## src/rtl/display_scan_ctrl_if.sv

```systemverilog
// Signal bundle between the display scan controller and the digit/segment driver side.
// master = scan controller, slave = consumer that supplies blink/dp requests.
interface display_scan_ctrl_if;
  logic [3:0] blink_mask;
  logic       dp_en;
  logic [1:0] sel;
  logic [3:0] an;
  logic       dp;
  logic       frame_tick;
  logic       blink_phase;

  modport master (
    input  blink_mask, dp_en,
    output sel, an, dp, frame_tick, blink_phase
  );

  modport slave (
    output blink_mask, dp_en,
    input  sel, an, dp, frame_tick, blink_phase
  );
endinterface

```

## src/rtl/display_scan_ctrl.sv

```systemverilog
// Four-digit multiplexed display scanner with per-digit blinking and a dp indicator.
// Optional anti-ghosting blanking at slot start: define DISPLAY_GHOST_BLANK_EN.
module display_scan_ctrl #(
  parameter int REFRESH_DIV  = 250000,
  parameter int BLINK_FRAMES = 50,
  parameter int BLANK_CYCLES = 1000
) (
  input  logic                clk,
  input  logic                rst,
  display_scan_ctrl_if.master bus
);

  localparam int PW = $clog2(REFRESH_DIV);
  localparam int FW = (BLINK_FRAMES > 1) ? $clog2(BLINK_FRAMES) : 1;
  localparam logic [PW-1:0] PRE_MAX = PW'(REFRESH_DIV - 1);
  localparam logic [FW-1:0] FR_MAX  = FW'(BLINK_FRAMES - 1);

  if (REFRESH_DIV < 2) begin : g_bad_div
    $error("REFRESH_DIV must be at least 2");
  end
  if (BLINK_FRAMES < 1) begin : g_bad_frames
    $error("BLINK_FRAMES must be at least 1");
  end
  if (BLANK_CYCLES >= REFRESH_DIV) begin : g_bad_blank
    $error("BLANK_CYCLES must be below REFRESH_DIV");
  end

  logic [PW-1:0] prescaler, pre_n;
  logic [FW-1:0] framecnt, frame_n;
  logic [1:0]    sel_n;
  logic          phase_n, slot_end, wrap, an_blank, dp_n;
  logic [3:0]    an_n;

  // Everything visible is computed from next-state values so that sel, an,
  // dp and blink_phase all update together on a single edge.
  always_comb begin
    slot_end = (prescaler == PRE_MAX);
    pre_n    = slot_end ? '0 : prescaler + PW'(1);
    sel_n    = slot_end ? bus.sel + 2'd1 : bus.sel;
    wrap     = slot_end && (bus.sel == 2'd3);
    frame_n  = framecnt;
    phase_n  = bus.blink_phase;
    if (wrap) begin
      frame_n = (framecnt == FR_MAX) ? '0 : framecnt + FW'(1);
      if (framecnt == FR_MAX) phase_n = ~bus.blink_phase;
    end
    an_blank = bus.blink_mask[sel_n] && phase_n;
    an_n     = an_blank ? 4'b1111 : ~(4'b0001 << sel_n);
    dp_n     = !((sel_n == 2'd2) && bus.dp_en && !phase_n);
`ifdef DISPLAY_GHOST_BLANK_EN
    if (pre_n < PW'(BLANK_CYCLES)) begin
      an_n = 4'b1111;
      dp_n = 1'b1;
    end
`endif
  end

  always_ff @(posedge clk or posedge rst) begin
    if (rst) begin
      prescaler       <= '0;
      framecnt        <= '0;
      bus.sel         <= 2'd0;
      bus.blink_phase <= 1'b0;
      bus.an          <= 4'b1111;
      bus.dp          <= 1'b1;
      bus.frame_tick  <= 1'b0;
    end else begin
      prescaler       <= pre_n;
      framecnt        <= frame_n;
      bus.sel         <= sel_n;
      bus.blink_phase <= phase_n;
      bus.an          <= an_n;
      bus.dp          <= dp_n;
      bus.frame_tick  <= wrap;
    end
  end

endmodule
```

## src/flat_wrapper.sv

```systemverilog
// flat-port wrapper written by rule: the top's interface ports become plain ports
module display_scan_ctrl_flat 
#(
  parameter int REFRESH_DIV  = 250000,
  parameter int BLINK_FRAMES = 50,
  parameter int BLANK_CYCLES = 1000
)
  (clk, rst, bus_blink_mask, bus_dp_en, bus_sel, bus_an, bus_dp, bus_frame_tick, bus_blink_phase);
  display_scan_ctrl_if bus_i ();
  input  logic clk;
  input  logic rst;
  input wire logic [$bits(bus_i.blink_mask)-1:0] bus_blink_mask;
  input wire logic [$bits(bus_i.dp_en)-1:0] bus_dp_en;
  output wire logic [$bits(bus_i.sel)-1:0] bus_sel;
  output wire logic [$bits(bus_i.an)-1:0] bus_an;
  output wire logic [$bits(bus_i.dp)-1:0] bus_dp;
  output wire logic [$bits(bus_i.frame_tick)-1:0] bus_frame_tick;
  output wire logic [$bits(bus_i.blink_phase)-1:0] bus_blink_phase;
  assign bus_i.blink_mask = bus_blink_mask;
  assign bus_i.dp_en = bus_dp_en;
  assign bus_sel = bus_i.sel;
  assign bus_an = bus_i.an;
  assign bus_dp = bus_i.dp;
  assign bus_frame_tick = bus_i.frame_tick;
  assign bus_blink_phase = bus_i.blink_phase;
  display_scan_ctrl #(.REFRESH_DIV(REFRESH_DIV), .BLINK_FRAMES(BLINK_FRAMES), .BLANK_CYCLES(BLANK_CYCLES)) u_core (.clk(clk), .rst(rst), .bus(bus_i));
endmodule
```

## config.mk

```make
export PLATFORM = sky130hd
export DESIGN_NAME = display_scan_ctrl_flat
export DESIGN_NICKNAME = d
export VERILOG_FILES = /design/src/rtl/display_scan_ctrl_if.sv /design/src/rtl/display_scan_ctrl.sv /design/src/flat_wrapper.sv
export SDC_FILE = /design/constraint.sdc
export NUM_CORES = 1
export LEC_CHECK = 0
export BUFFER_PORTS_ARGS = -buffer_cell sky130_fd_sc_hd__buf_2
export CELL_PAD_IN_SITES_DETAIL_PLACEMENT = 2
export CELL_PAD_IN_SITES_GLOBAL_PLACEMENT = 2
export CORE_MARGIN = 2
export CORE_UTILIZATION = 39
export DETAILED_ROUTE_END_ITERATION = 8
export PLACE_DENSITY_LB_ADDON = 0.1
export SLEW_MARGIN = 20
export SYNTH_ARGS = -nofsm -noshare
export SYNTH_HDL_FRONTEND = slang
export SYNTH_SLANG_ARGS = --single-unit
export TNS_END_PERCENT = 50
```

## constraint.sdc

```tcl
create_clock -name clk -period 2.4 [get_ports clk]
set_clock_uncertainty 0.1 [all_clocks]
set_input_delay 0.36 -clock clk [delete_from_list [all_inputs] [get_ports clk]]
set_output_delay 0.36 -clock clk [all_outputs]
set_load 0.02 [all_outputs]
```

# Yosys cells after proc, flatten, opt, wreduce, memory -nomap -nowiden
# Cells that the tools add are included.
# Widths: inputs -> output; s select.
# classes
add_sub_neg	3
order_cmp	1
n_eq_ne	4
n_shift	1
mux	8
bitwise_logic	2
reduce_logical	6
# ops
operator	n
$add 18x1->18 const B	1
$eq 18x18->1 const B	1
$mux 18	1
$add 6x1->6 const B	1
$eq 6x6->1 const B	1
$mux 6	1
$eq 2x2->1 const B	2
$logic_and 1x1->1	4
$mux 4	1
$not 4->4	1
$shl 1x2->4 const A	1
$lt 2x3->1 const B	1
$mux 1	3
$add 2x1->2 const B	1
$bmux 1 s2	1
$logic_not 1->1	2
$mux 2	1
$not 1->1	1
# totals
reg_bits	33
out_inout_bits	9
wordCells	32

# Longest topological paths before layout
# Gate-level depths: netlist (run 1).
# depth
depth_word	6
ltp_mapped	7
depth_no_buf	6

# Worst setup path after synthesis (run 1)
# Ideal clock, no wire load.
# synth_timing
path_type	register -> register
start	register u_core.bus.sel[1]
end	register u_core.bus.an[0]
setup_ns	0.096
arrival_ns	1.681
required_time_ns	2.204
slack_ns	0.523
stages_incl_launch_ff	7
cell_sequence	dfrtp_1 ha_1 and3_1 and4_1 buf_2 and2_1 o221ai_1
# synth_via
elab_chain_cells	6
# synth_lines
element	line_no	text
start, declared	display_scan_ctrl_if.sv:14	output sel, an, dp, frame_tick, blink_phase
start signal, assigned	display_scan_ctrl.sv:70	bus.sel <= sel_n;
$add 2x1->2	display_scan_ctrl.sv:39	sel_n = slot_end ? bus.sel + 2'd1 : bus.sel;
$mux 2	display_scan_ctrl.sv:39	
$bmux 1 s2	display_scan_ctrl.sv:47	an_blank = bus.blink_mask[sel_n] && phase_n;
$mux 1 (not written as such)	display_scan_ctrl.sv:47	
$logic_and 1x1->1	display_scan_ctrl.sv:47	
$mux 4 (*)	display_scan_ctrl.sv:48	an_n = an_blank ? 4'b1111 : ~(4'b0001 << sel_n);
net u_core.an_n[0]	display_scan_ctrl.sv:32	logic [3:0] an_n;
end signal, assigned	display_scan_ctrl.sv:72	bus.an <= an_n;
end, declared	display_scan_ctrl_if.sv:14	
# Mark *: on every way through the listed nets, which the timed path passes. The rest lies on a longest branch. The select of a mux whose other input is x is not followed.
# A chain may end at the register's enable or synchronous reset.

# Worst setup path after layout (run 1)
# layout_timing
start	register u_core.prescaler[0]
end	register u_core.framecnt[1]
# layout_via
elab_chain_cells	2
# layout_lines
element	line_no	text
start, declared	display_scan_ctrl.sv:28	logic [PW-1:0] prescaler, pre_n;
start signal, assigned	display_scan_ctrl.sv:68	prescaler <= pre_n;
$eq 18x18->1	display_scan_ctrl.sv:37	slot_end = (prescaler == PRE_MAX);
$logic_and 1x1->1	display_scan_ctrl.sv:40	wrap = slot_end && (bus.sel == 2'd3);
end signal, assigned	display_scan_ctrl.sv:69	framecnt <= frame_n;
end, declared	display_scan_ctrl.sv:29	logic [FW-1:0] framecnt, frame_n;
# Every way passes these cells.

==> results_dict.tcl, run 1 <==
set metrics [dict create \
    synth_edf_count 0 \
    slew-limit-headroom 0.7022 \
    layout-drive-gt1-share 0.2698 \
    worstRegToRegCells 5 \
    first_global_vias 1537 \
    io_buffers 15 \
    synthTopCellsByCount "dfrtp_1 (28), nand2_1 (11), and3_1 (10), nor2_1 (10)" \
    ios 16 \
    min_period_ns 2.014 \
    p_per_area_mw_per_mm2 508.4 \
    dieWidth_um 72.28 \
    grt_usage 0.1946 \
    nNetsFinal 199 \
    numCtsBuffers 5 \
    ant_nets 0 \
    hp-class "primary input to async pin" \
    synthesis.instances 167 \
    antenna_cells_inserted 0 \
    synth_top_area_cell "dfrtp_1" \
    synth-seq-cells 33 \
    fin_util 0.4643 \
    crit_start "u_core.prescaler[0]" \
    clock.fmax_ghz 0.4964 \
    grt_max_degree 34 \
    clk_latency_ns 0.28 \
    p_leak_uw 0.0009524 \
    area_growth_pct 12.73 \
    rsz0062_at_grt "false" \
    die_h_um 72.28 \
    synth_area_leaders "dfrtp_1 (39%), dfstp_2 (7.2%), xnor2_1 (4.3%)" \
    timing.final.crit_share 0.8393 \
    root_buffer "clkbuf_8" \
    rr_endpoint "u_core.framecnt[1]" \
    syn_nets 178 \
    htreeDepth 2 \
    endpoint "u_core.framecnt[1]" \
    std_cell_rows 24 \
    path_max_fanout 9 \
    slowest_delay_ns 0.44 \
    initial_core_util 0.4118 \
    worstSetupEndpointType "register" \
    gp_congestion 0.8286 \
    outcome "complete, no violations" \
    via_per_inst 5.730 \
    finalSetupTns_ns 0 \
    via_count 1381 \
    cp_cell_sequence "ha_1, and3_2, and3_1, nand3_4, mux2_4" \
    start_kind "register" \
    drtIter0Drc 46 \
    nFillCells 474 \
    route.detailed.drc 0 \
    crit_required_ns 2.47 \
    wl_um 4587 \
    cts_buffer_depth 2 \
    postSynthAreaPerCell_um2 10.89 \
    post_cts_buffers 0 \
    ir_worst_vdd_uv 238.1 \
    max-cap-violations 0 \
    cts_tree "built" \
    slew_viol_final 0 \
    synthDistinctLibCells 43 \
    grt_overflow 0 \
    grt_pass1_wl_um 7859 \
    dieArea_mm2 0.005224 \
    async_flop_share 1.000 \
    core_area_mm2 0.004414 \
    synth_area_mm2 0.001818 \
    path_clk_slew_ns 0.07 \
    synth.most_common_cell "dfrtp_1" \
    setup_viol 0 \
    path_class "register to register" \
    hold_buffers 0 \
    cts.sinks 33 \
    synth_top_cell_area_share 0.3854 \
    antenna_found_initial 0 \
    rr_startpoint "u_core.prescaler[0]" \
    rrSetupSlack_ns 0.39 \
    yosysWarnings 0 \
    hold_violations 0 \
    dp_hpwl_um 3325 \
    firstDrtPassIters 3 \
    synthFlopType "dfrtp_1" \
    crit_slowest_cell "and3_1" \
    cp_data_arrival_time_ns 2.08 \
    wl_per_cell_um 19.03 \
    yosysSeqAreaShare 0.4577 \
    ctsResizeCount 0 \
    worstMarginPinSlew_ns 0.4467 \
]
[cell usage in the layout (no fill, tap or decap), types with 4 or more instances in the layout]
cell type	n
a21oi_1	5
and2_1	4
and3_1	10
buf_2	15
buf_4	4
clkbuf_8	7
dfrtp_1	28
dfstp_2	5
ha_1	4
inv_1	6
nand2_1	11
nand3_1	9
nand4_1	8
nor2_1	10
o221ai_1	4
xnor2_1	9
xor2_1	5
[routing by layer]
| layer | wire length (µm) | GRT usage | part of all wire | up-vias |
|---|---|---|---|---|
| li1 | - | - | - | 655 |
| met1 | 2001 | 0.2310 | 0.44 | 706 |
| met2 | 2429 | 0.3609 | 0.53 | 16 |
| met3 | 125 | 0.04167 | 0.027 | 4 |
| met4 | 31 | 0.03774 | 0.0068 | 0 |
| met5 | 0 | 0 | 0 | - |
[state kept, by name, summed over array words and instances, names as in the netlist]
register                count
u_core.bus.sel              2
u_core.prescaler           18
u_core.bus.an               4
u_core.bus.dp               1
u_core.framecnt             6
u_core.bus.blink_phase      1
u_core.bus.frame_tick       1
[worst min-delay path by stage]
stage | startpoint | to | slack (ns) | depth (start not counted)
3_5_place_dp | rst | u_core.framecnt[0] | 0.39 | 3
6_report | rst | u_core.bus.blink_phase | 0.07 | 3
5_1_grt | rst | u_core.bus.blink_phase | 0.12 | 3
2_1_floorplan | u_core.prescaler[11] | u_core.prescaler[11] | 0.35 | 1
4_1_cts | rst | u_core.bus.sel[0] | 0.08 | 3
3_3_place_gp | rst | u_core.framecnt[3] | 0.37 | 3
[final cells by class]
class	count	area (µm²)	area share
clock inverter	1	5.005	0.002442
timing repair buffer	19	105.1	0.05128
sequential	33	832.0	0.4060
multi-input combinational	123	923.4	0.4505
inverter	6	22.52	0.01099
tap	52	65.06	0.03175
clock buffer	7	96.34	0.04701
[cell families after synthesis]
| kind of cell | after synthesis | synth area share |
|---|---|---|
| compound gates | 22 | 0.08671 |
| xor+xnor | 14 | 0.06745 |
| fa+ha+maj | 4 | 0.02753 |
| buf+inv | 11 | 0.03441 |
| flops | 33 | 0.4577 |
| mux | 5 | 0.03716 |
| simple gates | 78 | 0.2891 |
[critical path, delay by kind of cell, from the launching register on]
| kind | cells | cell delay, ns |
|---|---|---|
| multiplexers | 1 | 0.32 |
| flip-flops | 1 | 0.41 |
| AND/OR/NAND/NOR | 3 | 0.84 |
| adder cells (fa/ha/maj) | 1 | 0.23 |
[metrics by stage]
stage / cells / hold slack, ns / area [µm²] / worst slack [ns] / total power [µW]
after global routing: 241 / 0.1214 / 2049 / 0.2549 / 1074
after floorplan: 167 / 0.3482 / 1818 / 0.5226 / 574.9
after global placement: 233 / 0.3684 / 1948 / 0.4225 / 585.0
after CTS: 241 / 0.08394 / 2049 / 0.3584 / 1057
final: 241 / 0.06777 / 2049 / 0.3856 / 1042
after detailed placement: 233 / 0.3876 / 1948 / 0.3869 / 586.2
[power breakdown]
group	switching [µW]	total [µW]	internal (µW)
combinational	13.7	18.5	4.79
clock	208	467	259
sequential	0	556	556
Power figures use the tool's default switching activity.
==> inputs of run 2 (changes only) <==
Settings changed: CORE_UTILIZATION 39 to 35.
Clock period 2.4 ns to 1.7 ns, I/O delays scaled along.
==> results_dict.tcl, run 2 (synthesized netlist as in run 1, its figures left out) <==
set metrics [dict create \
    top_regs "u_core.prescaler: 18 flops, u_core.framecnt: 6 flops, u_core.bus.an: 4 flops" \
    rr_startpoint "u_core.prescaler[1]" \
    dieWidth_um 76.07 \
    fin_ws_ns -0.03735 \
    grt_max_degree 34 \
    largest-register "u_core.prescaler" \
    met3_usage 0.04147 \
    cts_buffer_depth 2 \
    std_cell_rows 26 \
    clk_latency_ns 0.29 \
    endpoint "u_core.bus.dp" \
    antenna_cells_inserted 0 \
    p_leak_uw 0.001140 \
    layout-drive-gt1-share 0.5179 \
    core_area_mm2 0.005075 \
    slew-limit-headroom 0.7062 \
    p_per_area_mw_per_mm2 569.4 \
    path_clk_slew_ns 0.08 \
    path_class "register to register" \
    cp_data_arrival_time_ns 1.85 \
    worstSetupEndpointType "register" \
    ant_nets 0 \
    grt_pass1_wl_um 8749 \
    start_kind "register" \
    combPwrFrac 0.020 \
    violations "negative setup slack" \
    clock.fmax_ghz 0.5756 \
    nFillCells 534 \
    crit_required_ns 1.82 \
    power_switching_uw 351.5 \
    seqPwrFrac 0.550 \
    grt_use_met2 0.3509 \
    outcome "finished, violations left" \
    gp_congestion 0.8141 \
    nNetsFinal 234 \
    p_clk_frac 0.430 \
    p_sw_frac 0.2462 \
    ir_worst_vdd_uv 367.7 \
    cts.sinks 33 \
    min_period_ns 1.737 \
    via_per_inst 5.344 \
    setup_viol 5 \
    top_usage_layer "met2" \
    numCtsBuffers 5 \
    grt_use_met1 0.2158 \
    slew_viol_final 0 \
    io_buffers 15 \
    dieArea_mm2 0.005787 \
    ios 16 \
    worstMarginPinSlew_ns 0.4407 \
    root_buffer "clkbuf_8" \
    initial_core_util 0.3582 \
    route.detailed.drc 0 \
    htreeDepth 2 \
    wl_um 5926 \
    drtIter0Drc 38 \
    first_global_vias 1760 \
    total_power_uw 1428 \
    largest_reg_flops 18 \
    rr_endpoint "u_core.bus.dp" \
    worstRegToRegCells 7 \
    final_cell_mix "buf_4 (33), dfrtp_1 (25), buf_2 (15), nand2_1 (10)" \
    rrSetupSlack_ns -0.04 \
    dp_hpwl_um 3671 \
    rsz0062_at_grt "true" \
    crit_start "u_core.prescaler[1]" \
    wl_per_cell_um 20.16 \
    power.internal_uw 1076 \
    grt_usage 0.1876 \
    hold_violations 0 \
    die_h_um 76.07 \
    antenna_found_initial 0 \
    hp-class "primary input to register" \
    cts_tree "built" \
    area_growth_pct 37.92 \
    max-cap-violations 0 \
    finalSetupTns_ns -0.1049 \
    firstDrtPassIters 4 \
    fin_util 0.4941 \
    layout_commonest_cell "buf_4" \
    timing.final.crit_share 1.022 \
    via_count 1571 \
    path_max_fanout 4 \
    grt_overflow 0 \
]
==> run 2: stage by stage <==
step,setup slack (ns),hold WS (ns),instance area (µm²),instances
finish,-0.03735,0.07519,2507,294
detailed placement,-0.1428,0.2815,2203,280
floorplan,-0.008155,0.2684,1833,167
global placement,-0.09423,0.2710,2203,280
CTS,-0.02195,0.05118,2367,289
global route,-0.09807,0.07138,2507,294
==> run 2: metal layers <==
layer,share of wire,wire [µm],vias to the layer above
li1,-,-,726
met5,0,0,-
met3,0.025,146,6
met1,0.40,2355,818
met4,0.016,95,0
met2,0.56,3328,21
==> run 2: cell type report <==
| cell class | count | area [µm²] | area share |
|---|---|---|---|
| clock buffers | 5 | 68.82 | 0.02745 |
| clock inverters | 3 | 17.52 | 0.006986 |
| inverters | 6 | 22.52 | 0.008982 |
| multi-input cells | 123 | 1086 | 0.4331 |
| flip-flops and latches | 33 | 835.8 | 0.3333 |
| well taps | 70 | 87.58 | 0.03493 |
| repair buffers | 54 | 389.1 | 0.1552 |
==> run 2: worst min-delay path by stage <==
stage	from	end	slack, ns	cells past startpoint
floorplan	bus_dp_en	u_core.bus.dp	0.27	1
global placement	rst	u_core.framecnt[5]	0.27	3
detailed placement	rst	u_core.prescaler[16]	0.28	3
CTS	bus_dp_en	u_core.bus.dp	0.05	2
global route	bus_dp_en	u_core.bus.dp	0.07	2
finish	bus_dp_en	u_core.bus.dp	0.08	2
==> run 2: timing repair <==
action | in CTS | in global routing
gates resized for setup | 19 | 23
setup endpoints to repair | 14 | 23
hold buffers | 1 | 0
hold endpoints to repair | 28 | 0
buffers inserted | 0 | 5
pin swaps | 2 | 10
cloned | 0 | 0
==> run 2: critical path: stages (launching register included) <==
cell and delay, ns:
dfrtp_1 0.40, ha_2 0.22, and3_4 0.19, buf_6 0.11, nand3_4 0.09, buf_6 0.14, o211a_4 0.23, o2111ai_2 0.17
==> run 2: power by group through the flow <==
stage / registers (µW) / clock network, µW / logic [µW]
detailed placement: 800 / 0 / 27.5
floorplan: 800 / 0 / 11.7
finish: 785 / 614 / 28.5
CTS: 785 / 627 / 29.4
global route: 785 / 661 / 32.6
global placement: 800 / 0 / 26.4
==> inputs of run 3 (changes only) <==
Settings changed: ABC_AREA set to 1, CORE_UTILIZATION 35 to 32, CTS_BUF_LIST set to sky130_fd_sc_hd__clkbuf_16.
==> results_dict.tcl, run 3 <==
set metrics [dict create \
    outcome "complete, no violations" \
    final_cell_mix "inv_1 (34), nand2_1 (34), buf_4 (30), dfrtp_1 (28)" \
    setup_viol 0 \
    nNetsFinal 270 \
    max-cap-violations 0 \
    min_period_ns 1.680 \
    synth_top_cell_area_share 0.3946 \
    worstMarginPinSlew_ns 0.4419 \
    crit_slowest_cell "dfrtp_1" \
    holdWs_ns 0.03726 \
    cp_common_cell "nand2_4" \
    clk_latency_ns 0.28 \
    io_buffers 15 \
    pre_cts_ws_ns -0.1186 \
    std_cell_rows 27 \
    ios 16 \
    syn_nets 217 \
    area_growth_pct 37.00 \
    fin_ws_ns 0.02044 \
    grt_max_degree 34 \
    ir_worst_vdd_uv 426.6 \
    htreeDepth 2 \
    layout-drive-gt1-share 0.3577 \
    yosysSeqAreaShare 0.4686 \
    synthFlopType "dfrtp_1" \
    nFillCells 602 \
    start_kind "register" \
    wl_um 5255 \
    initial_core_util 0.3264 \
    numCtsBuffers 5 \
    top_regs "u_core.prescaler: 18 flops, u_core.framecnt: 6 flops, u_core.bus.an: 4 flops" \
    cp_data_arrival_time_ns 1.80 \
    wl_per_cell_um 15.83 \
    slew-limit-headroom 0.7054 \
    grt_pass1_wl_um 9066 \
    synth_top_area_cell "dfrtp_1" \
    cp_cell_sequence "ha_4, nand3_4, nor2_4, nand2_4, nor2_8, nand2_4, xnor2_4, nand2_2, nand2_1" \
    synthTopCellsByCount "nand2_1 (38), inv_1 (33), dfrtp_1 (28)" \
    first_global_vias 1848 \
    hp-class "primary input to register" \
    root_buffer "clkbuf_16" \
    synth-seq-cells 33 \
    total_power_uw 1660 \
    slowest_delay_ns 0.39 \
    route.detailed.drc 0 \
    gp_congestion 0.8086 \
    drtIter0Drc 55 \
    synth_area_mm2 0.001775 \
    synth.most_common_cell "nand2_1" \
    postSynthAreaPerCell_um2 8.619 \
    hold_violations 0 \
    crit_family "simple AND/OR/NAND/NOR gates" \
    clock.fmax_ghz 0.5954 \
    path_class "register to register" \
    largest-register "u_core.prescaler" \
    grt_overflow 0 \
    antenna_cells_inserted 0 \
    grt_usage 0.1953 \
    cts_buffer_depth 2 \
    slew_viol_final 0 \
    rsz0062_at_grt "true" \
    cts_tree "built" \
    die_h_um 78.49 \
    largest_reg_flops 18 \
    dieArea_mm2 0.006160 \
    cts.sinks 33 \
    critPathBufInv 0 \
    path_clk_slew_ns 0.05 \
    path_max_fanout 6 \
    synthDistinctLibCells 31 \
    firstDrtPassIters 4 \
    dieWidth_um 78.49 \
    synthesis.instances 206 \
    p_per_area_mw_per_mm2 682.6 \
    ant_nets 0 \
    yosysWarnings 0 \
    p_leak_uw 0.001252 \
    worstSetupEndpointType "register" \
    antenna_found_initial 0 \
    crit_required_ns 1.82 \
    via_per_inst 4.699 \
    synth_edf_count 0 \
    via_count 1560 \
    synth_area_leaders "dfrtp_1 (39%), nand2_1 (8.0%), dfstp_2 (7.4%)" \
    async_flop_share 1.000 \
    dp_hpwl_um 3715 \
    core_area_mm2 0.005439 \
    timing.final.crit_share 0.9880 \
]
run 3: timing repair:
item,4_1_cts,5_1_grt
hold buffers,1,0
endpoints found under the setup margin,12,18
pin swaps,11,6
resized for setup,11,17
buffers inserted,10,1
hold endpoints to repair,28,0
run 3: worst paths after layout:
kind | from | to | slack (ns) | cells after the start
worst max-delay path | u_core.prescaler[0] | u_core.bus.an[1] | 0.02 | 9
worst min-delay path | bus_dp_en | u_core.bus.dp | 0.04 | 2
worst max register to register | u_core.prescaler[0] | u_core.bus.an[1] | 0.02 | 9
worst min register to register | u_core.framecnt[3] | u_core.framecnt[3] | 0.45 | 1
max in group asynchronous | rst | u_core.bus.an[1] | 0.63 | 4
min in group asynchronous | rst | u_core.framecnt[4] | 0.53 | 4
run 3: layer usage:
| metal | part of all wire | track usage | up-vias |
|---|---|---|---|
| li1 | - | - | 758 |
| met1 | 0.40 | 0.2151 | 784 |
| met2 | 0.56 | 0.3638 | 11 |
| met3 | 0.023 | 0.04483 | 7 |
| met4 | 0.015 | 0.07193 | 0 |
| met5 | 0 | 0 | - |
run 3: worst register-to-register path, stage by stage, from the launching register on:
cell	delay, ns
dfrtp_1	0.39
ha_4	0.16
nand3_4	0.08
nor2_4	0.18
nand2_4	0.13
nor2_8	0.16
nand2_4	0.09
xnor2_4	0.17
nand2_2	0.10
nand2_1	0.07
run 3: metrics by stage:
stage / setup TNS [ns] / cells / util / instance area, µm²
floorplan: 0 / 206 / - / 1775
global placement: -0.2082 / 312 / 0.3830 / 2083
detailed placement: -0.8737 / 312 / 0.3830 / 2083
CTS: -0.09706 / 331 / 0.4343 / 2362
global route: -1.301 / 332 / 0.4472 / 2432
finish: 0 / 332 / 0.4472 / 2432
run 3: where the power goes:
part	total [µW]	internal, µW	switching (µW)
Sequential	787	787	0
Combinational	29.9	9.51	20.4
Clock	843	526	318
run 3: kinds of logic (layout without fill, tap and decap cells):
| family | count (synthesis) | in the layout | synth area share |
|---|---|---|---|
| AOI/OAI and AO/OA | 19 | 19 | 0.06343 |
| xor gates and xnor gates | 10 | 10 | 0.05991 |
| adders and majority gates | 4 | 4 | 0.02819 |
| buffers and inverters | 37 | 91 | 0.07822 |
| DFF | 33 | 33 | 0.4686 |
| and+or+nand+nor | 103 | 103 | 0.3016 |
run 3: cell type report:
cell class | count | area, µm² | share of cell area
multi-input combinational | 136 | 924.6 | 0.3801
timing repair buffer | 46 | 310.3 | 0.1276
sequential | 33 | 832.0 | 0.3421
clock buffer | 5 | 125.1 | 0.05144
inverter | 37 | 138.9 | 0.05710
clock inverter | 3 | 11.26 | 0.004630
tap | 72 | 90.09 | 0.03704
